File: src/rtl/countdown_timer.sv
// Free-running down-counter that reloads from D whenever it reaches zero.
// The period is D+1 cycles, and zero flags the single all-zeros cycle of each period.

module nor_zero #(
    parameter int WIDTH = 4
) (
    input  logic [WIDTH-1:0] a,
    output logic             y
);

    assign y = ~|a;

endmodule

// Q is valid on every cycle; there is no handshake. zero is a combinational view of Q.
module countdown_timer #(
    parameter int WIDTH = 4
) (
    input  logic             clk,
    input  logic             rst_n,
    input  logic [WIDTH-1:0] D,
    output logic [WIDTH-1:0] Q,
    output logic             zero
);

    localparam logic [WIDTH-1:0] ONE = {{(WIDTH-1){1'b0}}, 1'b1};

    nor_zero #(.WIDTH(WIDTH)) u_nor_zero (
        .a (Q),
        .y (zero)
    );

    // Q == 0 always takes the reload path, so the decrement never wraps.
    always_ff @(posedge clk or negedge rst_n) begin
        if (!rst_n) begin
            Q <= '0;
        end else if (zero) begin
            Q <= D;
        end else begin
            Q <= Q - ONE;
        end
    end

endmodule

File: config.mk
export PLATFORM = sky130hd
export DESIGN_NAME = countdown_timer
export DESIGN_NICKNAME = d
export VERILOG_FILES = /design/src/rtl/countdown_timer.sv
export SDC_FILE = /design/constraint.sdc
export NUM_CORES = 1
export LEC_CHECK = 0
export BUFFER_PORTS_ARGS = -buffer_cell sky130_fd_sc_hd__buf_4
export CAP_MARGIN = 40
export CORE_AREA = 2 2 39 41
export CTS_CLUSTER_DIAMETER = 200
export CTS_CLUSTER_SIZE = 25
export DETAILED_ROUTE_END_ITERATION = 16
export DIE_AREA = 0 0 41 43
export PLACE_DENSITY = 0.38
export RECOVER_POWER = 50
export SYNTH_ARGS = -nofsm -noshare
export SYNTH_HDL_FRONTEND = slang
export SYNTH_SLANG_ARGS = --single-unit
File: constraint.sdc
create_clock -name clk -period 1.4 [get_ports clk]
set_input_delay 0.21 -clock clk [delete_from_list [all_inputs] [get_ports clk]]
set_output_delay 0.21 -clock clk [all_outputs]
set_load 0.05 [all_outputs]
==> PnR_summary.wiki <==
{| class="wikitable"
! Metric !! Value
|-
| Global-route usage over all layers || 0.0847
|-
| Number of standard cells in the final layout excluding fillers || between 50 and 60
|-
| Width of the die || 41 um
|-
| Number of vias after detailed routing || 218
|-
| Syn Area/Cell || 10.4 um^2
|-
| Met1 usage || 0.0847
|-
| H-tree levels || 1
|-
| Vias in the first global route || between 200 and 250
|-
| CTS max path bufs || 2
|-
| Port-buffer cells || 10
|-
| Number of search-and-repair iterations in the first detailed-routing pass || 2
|-
| Worst hold path cell count || 3
|-
| Simple-gate share of the synthesized area || 0.180
|-
| Number of flip-flops under the largest register name || 4
|-
| Synth area leaders || dfrtp_1 (48%), ha_1 (6.0%), nor3b_2 (6.0%)
|-
| Final Max Tran Viols || 0
|-
| Startpoint type of the worst setup path || flop
|-
| Reg with most FFs || Q
|-
| Synth-to-Final Area Change || 90.4%
|-
| Synth top area share || 0.479
|-
| Placed wire-length estimate after detailed placement || approximately 370 um
|-
| First-pass GRT wire length || 945 um
|-
| Cell count along the critical path || 4
|-
| Category of the critical setup timing path || reg -> out
|-
| Required time reported for the critical path endpoint || 1190 ps
|-
| Setup repair after global routing missed its margin || true
|-
| Initial antenna violation count || 0
|-
| Pin count of the biggest net entering global routing || 7
|-
| Latest clock arrival within the worst-skew pair || 230 ps
|-
| Maximum VDD drop || around 0.74 mV
|-
| Minimum setup slack in the final design || -21.5 ps
|-
| Maximum Capacitance Violations || 0
|-
| Number of placed instances with taps included || 47
|-
| Endpoints failing setup || 1
|-
| Total wire length after detailed routing || about 520 um
|-
| Violated checks || setup timing
|-
| Cell row count || 14
|-
| Final Hold Fails || 0
|-
| Worst setup skew after layout || between 1 and 1.5 ps
|-
| Post-layout utilization of the core || 0.288
|-
| Static leakage power || 0.185 nW
|-
| Number of enable-type register cells in the synthesized netlist || 0
|-
| Antenna cell count || 0
|-
| Clock root buffer master || clkbuf_4
|-
| Starting density of the core || 0.151
|-
| Fraction of the yosys area taken by sequential cells || 0.479
|-
| R2R depth || 6
|-
| Family with the most delay on the worst path || flip-flops
|-
| Share of synthesized area spent on multiplexers || 0.102
|-
| Vias per inst || 3.89
|-
| Sort of element at the end of the critical path || output port
|-
| Met2 capacity usage during global routing || 0.122
|-
| Registers with the most flip-flops || Q: 4 flops
|-
| Compound-gate portion of the synthesized area || 0.108
|-
| Maximum cell stage delay along the critical path || 400 ps
|-
| Global-route track usage on met3 || 0.0366
|-
| CTS sink cnt || 4
|-
| Ys flop type || dfrtp_1
|-
| Fraction of final layout cells sized beyond drive strength 1 || 0.650
|-
| Number of instances in the synthesized netlist || 20
|-
| Most frequent cell after synthesis || dfrtp_1
|-
| Placeable core region || 1380 um^2
|-
| Flip-flop and latch count after synthesis || 4
|-
| Total Nets Final || 49
|-
| Slew margin rel. || 0.781
|-
| Cell type with the highest aggregate area in the netlist || dfrtp_1
|-
| Final-layout worst hold slack || 181 ps
|-
| Nets in the synthesized netlist || 27
|-
| Die footprint || approximately 1800 um^2
|-
| Highest clock frequency the design can meet || 703 MHz
|-
| TritonCTS clock tree || built
|-
| Number of buffer and inverter instances along the worst setup path || 2
|-
| Unique masters post-synth || 14
|-
| Area share of xor/xnor cells in the synthesized design || 0
|-
| Detail-routed net length per standard cell || 9.32 um
|-
| Post-detailed-route DRC marker count || 0
|-
| Power density relative to cell area || 2870 nW/um^2
|-
| Fill count || between 150 and 200
|-
| Total I/O pin count || 11
|-
| Initial drt markers || 1
|-
| Run status || complete, but fails checks
|-
| Aggregate global routing overflow || 0
|-
| Count of nets left with antenna violations after detail routing || 0
|-
| Clock transition at the registers of the reported paths || 40 ps
|-
| Ys async rst share || 1.00
|-
| Path category of the worst min-delay check || in -> reg
|-
| Mapped cell area || 209 um^2
|-
| Final period utilization || 1.02
|-
| Top cells by instance count after synthesis || dfrtp_1 (4), inv_1 (3), nor2_1 (2)
|-
| Worst-path cell chain || inv_2 -> ha_4 -> nor3b_4 -> buf_6
|-
| Largest family of logic cells by synthesized area || simple AND/OR/NAND/NOR gates
|-
| Most utilized layer in the global route result || met2
|-
| Slowest cell on crit path || dfrtp_2
|-
| Vertical die dimension || 43 um
|-
| Critical Path Fanout Max || 2
|-
| YS warnings || 0
|-
| Global placement routability congestion || 0.608
|-
| Adder-cell share of the synthesized area || 0.0599
|-
| Slew at the pin with the worst max-slew slack || 328 ps
|-
| Shortest period the worst path allows || 1420 ps
|-
| Arrival time at the worst endpoint || 1210 ps
|-
| TritonCTS Buffers || 3
|}
logic make-up (layout without fill, tap and decap cells):
group                      count (synthesis)  after routing
AOI/OAI and AO/OA                          3              3
adders and majority gates                  1              1
buffers and inverters                      4             24
DFF                                        4              4
muxes                                      2              2
and+or+nand+nor                            6              6
routing by layer:
metal  share of wire  wire length [um]  vias up
li1                -                 -      110
met1            0.38               200       99
met2            0.50               259        9
met3            0.12                61        0
met4               0                 0        0
met5               0                 0        -
area by class of cell:
cell class,count,area [um^2],share of cell area
sequential,4,103,0.258
tap,16,20.0,0.0503
inverter,4,15.0,0.0377
timing repair buffer,17,125,0.314
multi-input combinational,12,113,0.283
clock buffer,3,22.5,0.0566
layout by cell type (no fill, tap or decap), types with 2 or more instances in the layout:
| cell | n |
|---|---|
| clkbuf_2 | 2 |
| buf_4 | 12 |
| nor2_1 | 2 |
| dfrtp_1 | 2 |
| dfrtp_2 | 2 |
| inv_2 | 3 |
| clkbuf_4 | 3 |
worst register-to-register path, delay by kind of cell, from the launching register on:
| family | cells | cell delay (ps) |
|---|---|---|
| AND/OR/NAND/NOR | 1 | 190 |
| buffers and inverters | 3 | 330 |
| flip-flops | 1 | 400 |
| multiplexers | 1 | 160 |
| adder cells (fa/ha/maj) | 1 | 130 |
power by group:
part / internal (W) / switching (W) / leakage (nW)
clock network: 0.0000956 / 0.0000435 / 0.0138
logic: 0.000315 / 0.000419 / 0.126
registers: 0.000186 / 0.0000844 / 0.0452
total: 0.000596 / 0.000547 / 0.185
worst paths after layout:
check | startpoint | endpoint | slack [ps]
min in group asynchronous | rst_n | Q[2] | 340
max in group asynchronous | rst_n | Q[1] | 860
hold / removal | D[0] | Q[0] | 180
hold reg to reg | Q[0] | Q[0] | 590
setup / recovery | Q[1] | zero | -20
setup reg to reg | Q[1] | Q[1] | 120
per-stage QoR:
step	cell area [um^2]	setup slack, ps	TNS (ps)	power, W
floorplan	230	-234	-560	0.000732
global placement	333	162	0	0.000926
detailed placement	333	133	0	0.000927
CTS	407	-35.0	-35.0	0.00118
global route	398	-101	-101	0.00124
finish	398	-21.5	-21.5	0.00114
timing repair:
action / CTS / global route
hold buffers: 1 / 0
pin swaps: 1 / 1
gates resized for setup: 1 / 0
setup buffers: 5 / 0
endpoints found under the setup margin: 1 / 1
endpoints found under the hold margin: 4 / 0
Power figures use the tool's default switching activity.
